**src/rtl/apple_iie_bus_initiator.sv**
```systemverilog
// Apple IIe bus-cycle initiator: derives Phi0/Q3/PRAS_n from the 14M clock and runs queued requests as bus cycles.
// Optional APPLE_IIE_LONG_CYCLE_EN: every 65th bus cycle is stretched to 16 ticks.
module apple_iie_bus_initiator (
    input  logic        clk_14m,
    input  logic        reset,
    input  logic        req_valid,
    output logic        req_ready,
    input  logic [15:0] req_addr,
    input  logic        req_rw_n,
    input  logic [7:0]  req_wdata,
    output logic        rsp_valid,
    output logic [7:0]  rsp_rdata,
    output logic        clk_phi_0,
    output logic        clk_q3,
    output logic        pras_n,
    output logic [15:0] a,
    output logic        rw_n,
    output logic [7:0]  d_out,
    output logic        d_oe,
    input  logic [7:0]  d_in,
    input  logic        md7
);

    // state | meaning
    // IDLE  | parked cycle: a = FFFF, read strobe, bus not driven
    // ACTIVE| executing the request accepted at the previous cycle's last tick
    typedef enum logic {S_IDLE = 1'b0, S_ACTIVE = 1'b1} state_t;

    state_t      state_q, state_d;
    logic [3:0]  tick_q, tick_d;
    logic [3:0]  l_cur, l_next;
    logic        last_tick, accept;

    logic        phi0_q, phi0_d;
    logic        q3_q, q3_d;
    logic        pras_n_q, pras_n_d;
    logic        ready_q, ready_d;
    logic [15:0] a_q, a_d;
    logic        rw_n_q, rw_n_d;
    logic [7:0]  d_out_q, d_out_d;
    logic        d_oe_q, d_oe_d;
    logic        rsp_valid_q, rsp_valid_d;
    logic [7:0]  rsp_rdata_q, rsp_rdata_d;

`ifdef APPLE_IIE_LONG_CYCLE_EN
    logic [6:0]  cyc_q, cyc_d;
`endif

    always_ff @(posedge clk_14m) begin
        if (reset) begin
            state_q     <= S_IDLE;
            tick_q      <= 4'd0;
            phi0_q      <= 1'b0;
            q3_q        <= 1'b1;
            pras_n_q    <= 1'b1;
            ready_q     <= 1'b0;
            a_q         <= 16'hFFFF;
            rw_n_q      <= 1'b1;
            d_out_q     <= 8'h00;
            d_oe_q      <= 1'b0;
            rsp_valid_q <= 1'b0;
            rsp_rdata_q <= 8'h00;
`ifdef APPLE_IIE_LONG_CYCLE_EN
            cyc_q       <= 7'd0;
`endif
        end else begin
            state_q     <= state_d;
            tick_q      <= tick_d;
            phi0_q      <= phi0_d;
            q3_q        <= q3_d;
            pras_n_q    <= pras_n_d;
            ready_q     <= ready_d;
            a_q         <= a_d;
            rw_n_q      <= rw_n_d;
            d_out_q     <= d_out_d;
            d_oe_q      <= d_oe_d;
            rsp_valid_q <= rsp_valid_d;
            rsp_rdata_q <= rsp_rdata_d;
`ifdef APPLE_IIE_LONG_CYCLE_EN
            cyc_q       <= cyc_d;
`endif
        end
    end

    always_comb begin
        last_tick = (tick_q == l_cur);
        accept    = req_valid & ready_q;
        tick_d    = last_tick ? 4'd0 : tick_q + 4'd1;
        state_d   = state_q;
        if (last_tick) begin
            state_d = accept ? S_ACTIVE : S_IDLE;
        end
`ifdef APPLE_IIE_LONG_CYCLE_EN
        cyc_d = cyc_q;
        if (last_tick) begin
            cyc_d = (cyc_q == 7'd64) ? 7'd0 : cyc_q + 7'd1;
        end
        l_cur  = (cyc_q == 7'd64) ? 4'd15 : 4'd13;
        l_next = (cyc_d == 7'd64) ? 4'd15 : 4'd13;
`else
        l_cur  = 4'd13;
        l_next = 4'd13;
`endif
    end

    // Every output is computed from the tick it will be visible in, so all of them come straight from flops.
    always_comb begin
        phi0_d   = (tick_d >= 4'd7);
        q3_d     = (tick_d <= 4'd3) || ((tick_d >= 4'd7) && (tick_d <= 4'd10));
        pras_n_d = !(((tick_d >= 4'd4) && (tick_d <= 4'd6)) || (tick_d >= 4'd11));
        ready_d  = (tick_d == l_next);

        a_d     = a_q;
        rw_n_d  = rw_n_q;
        d_out_d = d_out_q;
        if (last_tick) begin
            if (accept) begin
                a_d     = req_addr;
                rw_n_d  = req_rw_n;
                d_out_d = req_rw_n ? 8'h00 : req_wdata;
            end else begin
                a_d     = 16'hFFFF;
                rw_n_d  = 1'b1;
                d_out_d = 8'h00;
            end
        end
        d_oe_d = (state_d == S_ACTIVE) && !rw_n_d && (tick_d >= 4'd7);

        rsp_valid_d = last_tick && (state_q == S_ACTIVE);
        rsp_rdata_d = rsp_rdata_q;
        if (last_tick && (state_q == S_ACTIVE)) begin
            if (!rw_n_q) begin
                rsp_rdata_d = 8'h00;
            end else if (a_q[15:4] == 12'hC01) begin
                rsp_rdata_d = {md7, d_in[6:0]};
            end else begin
                rsp_rdata_d = d_in;
            end
        end
    end

    assign req_ready = ready_q;
    assign rsp_valid = rsp_valid_q;
    assign rsp_rdata = rsp_rdata_q;
    assign clk_phi_0 = phi0_q;
    assign clk_q3    = q3_q;
    assign pras_n    = pras_n_q;
    assign a         = a_q;
    assign rw_n      = rw_n_q;
    assign d_out     = d_out_q;
    assign d_oe      = d_oe_q;

endmodule

```
**config.mk**
```make
export PLATFORM = sky130hd
export DESIGN_NAME = apple_iie_bus_initiator
export DESIGN_NICKNAME = d
export VERILOG_FILES = /design/src/rtl/apple_iie_bus_initiator.sv
export SDC_FILE = /design/constraint.sdc
export NUM_CORES = 1
export LEC_CHECK = 0
export BUFFER_PORTS_ARGS = -buffer_cell sky130_fd_sc_hd__buf_2
export CORE_MARGIN = 5
export CORE_UTILIZATION = 45
export CTS_CLUSTER_DIAMETER = 50
export CTS_CLUSTER_SIZE = 30
export DETAILED_ROUTE_END_ITERATION = 10
export HOLD_SLACK_MARGIN = 0.05
export PLACE_DENSITY = 0.77
export SYNTH_ARGS = -nofsm -noshare
export SYNTH_HDL_FRONTEND = slang
export SYNTH_SLANG_ARGS = --single-unit
```
**constraint.sdc**
```tcl
create_clock -name clk_14m -period 1.9 [get_ports clk_14m]
set_input_delay 0.285 -clock clk_14m [delete_from_list [all_inputs] [get_ports clk_14m]]
set_output_delay 0.285 -clock clk_14m [all_outputs]
set_load 0.02 [all_outputs]
```
==> results of run 1 <==
==> flip-flops by register name, indices dropped and copies added, names as in the netlist <==
register and cells:
a 16, clk_phi_0 1, clk_q3 1, d_oe 1, d_out 8, pras_n 1
req_ready 1, rsp_rdata 8, rsp_valid 1, rw_n 1, state_q 1, tick_q 4
==> area by class of cell <==
class	count	share of cell area [%]
Tap cell	48	2.737
Timing Repair Buffer	80	18.81
Clock buffer	6	3.763
Inverter	5	0.8552
Clock inverter	2	0.4561
Sequential cell	44	40.14
Multi-Input combinational cell	113	33.24
==> through the flow <==
step	total power [uW]	util [%]	hold WS [ns]	worst slack, ns	cell area, sq um
detailed placement	1060	57.38	0.4427	0.1792	2101
CTS	1643	59.91	0.1974	0.1148	2193
floorplan	1008	-	0.4131	0.3521	1698
finish	1628	59.95	0.1989	0.2279	2195
global placement	1058	57.38	0.4359	0.2401	2101
global route	1705	59.95	0.1901	0.06032	2195
==> power by group through the flow <==
stage          Clock (uW)  Combinational, uW  Sequential, uW
2_1_floorplan           0               46.9             961
3_3_place_gp            0                100             958
3_5_place_dp            0                101             959
4_1_cts               604                102             937
5_1_grt               654                112             939
6_report              590                101             937
==> worst paths after layout <==
check | endpoint | depth (start not counted) | startpoint
worst max-delay path | rsp_rdata[7] | 5 | tick_q[0]
worst min-delay path | a[15] | 3 | req_addr[15]
worst max register to register | rsp_rdata[7] | 5 | tick_q[0]
worst min register to register | rsp_rdata[2] | 2 | rsp_rdata[2]
==> worst max-delay path: cells and delay by family (launching register included) <==
| kind | cells | cell delay, ns |
|---|---|---|
| and+or+nand+nor | 3 | 0.70 |
| adders and majority gates | 1 | 0.25 |
| AOI/OAI and AO/OA | 1 | 0.19 |
| DFF | 1 | 0.43 |
==> per-layer routing <==
| metal | vias up | global-route usage (%) | routed length [um] |
|---|---|---|---|
| met1 | 676 | 17.00 | 1674 |
| met4 | 0 | 5.637 | 62 |
| met3 | 5 | 6.311 | 287 |
| met2 | 37 | 25.61 | 1932 |
| li1 | 764 | - | - |
| met5 | - | 0 | 0 |
==> synth_stat cells <==
cell | n | area (sq um)
mux2i_1 | 1 | 10.01
o21ai_0 | 1 | 5.000
buf_1 | 1 | 3.750
o211ai_1 | 1 | 7.510
o21bai_1 | 3 | 22.52
and3_1 | 1 | 6.260
o211a_1 | 1 | 10.01
inv_1 | 5 | 18.77
nor4_1 | 1 | 6.260
nor4b_2 | 1 | 15.01
a21boi_0 | 1 | 7.510
clkbuf_1 | 6 | 22.52
nor2b_1 | 1 | 6.260
nor4b_1 | 1 | 8.760
a21oi_4 | 1 | 16.27
a22oi_1 | 9 | 67.56
nand2_1 | 9 | 33.78
ha_1 | 4 | 50.05
a21oi_1 | 9 | 45.04
nand3_1 | 10 | 50.05
nor3_1 | 1 | 5.000
o22ai_1 | 16 | 100.1
nor3b_1 | 2 | 15.01
and4bb_2 | 1 | 12.51
dfxtp_1 | 44 | 880.8
nor2_1 | 13 | 48.80
nand3_4 | 1 | 17.52
a31o_1 | 1 | 8.760
nand2b_1 | 16 | 100.1
nor3_2 | 1 | 10.01
nand4_1 | 1 | 6.260
a31oi_1 | 1 | 6.260
nand2_2 | 1 | 6.260
buf_2 | 2 | 10.01
buf_6 | 3 | 33.78
mux2_1 | 1 | 11.26
and2_1 | 2 | 12.51
==> cells by family (layout without fill, tap and decap cells) <==
logic type / count (synthesis) / after routing / synth area share (%)
compound gates: 44 / 44 / 17.47
fa+ha+maj: 4 / 4 / 2.948
mux: 2 / 2 / 1.253
simple gates: 63 / 63 / 21.22
buf+inv: 17 / 93 / 5.232
flops: 44 / 44 / 51.88
==> out/metrics.yaml, run 1 <==
relSlewSlack_pct: 64.63
dp_hpwl_um: 2894
cp_data_arrival_time_ns: 1.87
multi_input_area_sq_um: 729.5
clkLatencyLatePin_ns: 0.30
antenna_found_initial: 0
ir_drop_mv: 0.4853
synth_seq_area_share_pct: 51.88
dr.first_iter.drc_count: 68
diodes: 0
cp-end-kind: "register"
initial_utilization_pct: 46.38
yosys_warnings: 0
power.density_nw_per_um2: 741.9
fin_tns_setup_ns: 0
layout-drive-gt1-share_pct: 38.00
antenna_left: 0
postCtsSetupBuffers: 0
p_int_uw: 1271
grt.overflow.total: 0
cap_violations: 0
hold_viol_final: 0
r2r_slack_ns: 0.23
syn_area_per_cell_sq_um: 9.758
grt_usage_pct: 15.16
clk_pin_slew_ns: 0.08
fill_cells: 336
final_common_cell: "buf_2"
hp-class: "in -> reg"
rows: 22
crit_path_start_kind: "register"
via_per_inst: 4.973
p_clk_share_pct: 36.2
h-tree-depth: 2
synth_cell_type_count: 37
path_class: "reg -> reg"
cts_buffers: 5
path_max_fanout: 8
fin_crit_sh_pct: 88.00
drt-wirelength-per-cell_um: 13.28
worst_pin_slew_ns: 0.5158
slew_violations: 0
final-setup-viol-count: 0
grt_start_max_net_pins: 28
run_status: "finished, final reports clean"
cp_cell_sequence: "ha_1, and3_2, and2_1, nor3b_1, a31o_1"
switching_power_uw: 357.6
layout_common_cells: "75 x buf_2, 44 x dfxtp_1, 16 x o22ai_1, 16 x nand2b_1, 13 x nor2_1"
fin_nets: 290
clkSinkCount: 44
cts.path.max_buffers: 2
syn-num-nets: 215
ctsResizeCount: 0
grt_pass1_vias: 1388
gp_congestion: 0.8315
skew_ns: 0.004248
synth-seq-cells: 44
swShare_pct: 21.96
seq_area_sq_um: 880.8
die_h_um: 71.43
dieArea_sq_um: 5102
synthCells: 174
max_stage_delay_ns: 0.43
critPathRequiredTime_ns: 2.10
pwr-share-seq_pct: 57.6
placeableCoreArea_sq_um: 3661
root_buffer: "clkbuf_8"
syn_area_sq_um: 1698
pin_count: 76
dr_total_vias: 1482
leakage_uw: 0.0009526
port_buffers: 75
post-route-min-period_ns: 1.672
max_freq_mhz: 598.1
fin_cells: 298
syn2layout_area_growth_pct: 29.26
comb_power_share_pct: 6.2
firstDrtPassIters: 4
dieWidth_um: 71.43
wl_um: 3956
cts_tree: "done"
hold_buffers: 0
dp.cells: 290
grt_pass1_wl_um: 6161
rsz0062_at_grt: "false"
cpMaxStageDelayCell: "dfxtp_1"
drc: 0
Note: power is estimated with default switching activity, not from simulation.
==> inputs of run 2 (changes only) <==
GPL_TIMING_DRIVEN = 0   (was unset)
==> run 2 against run 1 <==
Die area did not move. First-iteration DRC count down 18%. Critical path depth grew 3. Sequential share of layout area fell by 0.36 points. Maximum frequency decreased by 2.3%. Via count rose by 4.3%. Critical endpoint unchanged. Clock-buffer cell count grew 1. Global-route usage grew 0.38 points. Power down 2.2%.
==> out/metrics.yaml, run 2 (synthesis results as in run 1) <==
critPathRequiredTime_ns: 2.09  # about the same
dp_hpwl_um: 2945  # +1.8%
fin_tns_setup_ns: 0  # unchanged
fin_nets: 296  # +2.1%
leakage_uw: 0.0009556  # +0.31%
clkLatencyLatePin_ns: 0.29  # about the same
firstDrtPassIters: 4  # unchanged
h-tree-depth: 2  # unchanged
rsz0062_at_grt: "false"
pin_count: 76  # unchanged
final-setup-viol-count: 0  # unchanged
cp-end-kind: "register"
drt-wirelength-per-cell_um: 12.90  # -2.8%
via_per_inst: 5.086  # +2.3%
relSlewSlack_pct: 54.41  # -10 points
layout_common_cells: "76 x buf_2, 44 x dfxtp_1, 16 x o22ai_1, 16 x nand2b_1, 13 x nor2_1"
run_status: "finished, final reports clean"
crit_path_start_kind: "register"
hold_buffers: 0  # unchanged
r2r_cells: 8  # +3
root_buffer: "clkbuf_8"
met1_length_um: 1704  # +1.8%
grt.overflow.total: 0  # unchanged
port_buffers: 74  # -1.3%
fill_cells: 354  # +5.4%
grt_pass1_wl_um: 6265  # +1.7%
hold_viol_final: 0  # unchanged
rows: 22  # unchanged
gp_congestion: 0.7570  # -9.0%
r2r_start: "tick_q[1]"
ir_drop_mv: 0.4703  # -3.1%
final_util_pct: 60.49  # +0.55 points
dpl-instance-area_sq_um: 2128  # +1.3%
grt_pass1_vias: 1397  # +0.65%
clkSinkCount: 44  # unchanged
die_h_um: 71.43  # unchanged
skew_ns: 0.008046  # +0.003799 ns
hp-start: "req_addr[1]"
wl_um: 3921  # -0.88%
slew_violations: 0  # unchanged
drc: 0  # unchanged
hp-class: "in -> reg"
dr_wl_met2_um: 1822  # -5.7%
grt_usage_pct: 15.54  # +0.38 points
cts.path.max_buffers: 2  # unchanged
dr.first_iter.drc_count: 56  # -18%
hold_depth: 3  # unchanged
cap_violations: 0  # unchanged
post-route-min-period_ns: 1.711  # +0.03914 ns
syn2layout_area_growth_pct: 30.43
fin_area_sq_um: 2215  # +0.91%
dr_total_vias: 1546  # +4.3%
cts_buffers: 5  # unchanged
diodes: 0  # unchanged
final_common_cell: "buf_2"
grt_start_max_net_pins: 14  # -50%
cts_tree: "done"
initial_utilization_pct: 46.38  # unchanged
dieWidth_um: 71.43  # unchanged
hold_end: "a[1]"
cp_data_arrival_time_ns: 1.90  # +0.03 ns
antenna_left: 0  # unchanged
antenna_found_initial: 0  # unchanged
path_class: "reg -> reg"
max_freq_mhz: 584.4  # -2.3%
highest_layer: "met4"
cp-startpoint: "tick_q[1]"
largest_reg_flops: 16  # unchanged
fin_crit_sh_pct: 90.06  # +2.1 points
power.density_nw_per_um2: 718.7  # -3.1%
dieArea_sq_um: 5102  # unchanged
clk_pin_slew_ns: 0.08  # about the same
route.met3.wl_um: 287  # unchanged
layout-drive-gt1-share_pct: 35.94  # -2.1 points
placeableCoreArea_sq_um: 3661  # unchanged
r2r_slack_ns: 0.19  # -0.04 ns
r2r_end: "rsp_rdata[7]"
worst_pin_slew_ns: 0.6802  # +0.1644 ns
path_max_fanout: 10  # +2
run 2: changes by cell type in the layout (fill, tap and decap cells not counted), sizes merged:
cell and delta:
clkbuf +7, clkinv -1
run 2: area by class of cell:
cell class | count | area [sq um] | area share (%)
sequential | 44 | 880.8 | 39.77
multi-input combinational | 113 | 728.2 | 32.88
timing repair buffer | 74 | 370.4 | 16.72
clock buffer | 7 | 76.32 | 3.446
buffer | 12 | 71.32 | 3.220
tap | 48 | 60.06 | 2.712
inverter | 5 | 18.77 | 0.8475
clock inverter | 1 | 8.758 | 0.3955
run 2: layer usage:
layer	global-route usage, %	vias up
met1	18.58	714
met4	10.02	0
met2	24.80	48
met3	3.787	8
met5	0	-
li1	-	776
run 2: power by group:
group | internal, uW | total (uW) | switching, uW
logic | 51.5 | 102 | 50.4
clock network | 262 | 552 | 290
registers | 929 | 938 | 8.23
total | 1240 | 1590 | 348
run 2: repair_timing:
item                                    in CTS  in global routing
buffers inserted                             0                  0
gates resized for setup                      0                  2
endpoints found under the setup margin       0                  2
run 2: worst max path at each step:
stage | end | slack (ns) | depth (start not counted)
after floorplan | rsp_rdata[7] | 0.35 | 8
after global placement | d_oe | 0.15 | 7
after detailed placement | d_oe | 0.12 | 7
after CTS | d_oe | 0.09 | 7
after global routing | d_out[1] | 0.03 | 6
final | rsp_rdata[7] | 0.19 | 8
run 2: critical path, stage by stage, from the launching register on:
cell	delay, ns
dfxtp_1	0.42
inv_1	0.09
ha_1	0.22
and3_1	0.20
buf_6	0.13
buf_6	0.13
nand2_2	0.15
nor2_1	0.07
a31o_1	0.21
run 2: per-stage QoR:
step / cells / hold slack [ns] / setup WS (ns) / total power, uW
floorplan: 174 / 0.4131 / 0.3521 / 1008
global placement: 296 / 0.4367 / 0.1511 / 1060
detailed placement: 296 / 0.4427 / 0.1238 / 1061
CTS: 304 / 0.1941 / 0.09133 / 1615
global route: 304 / 0.2018 / 0.02738 / 1665
finish: 304 / 0.2063 / 0.1888 / 1592
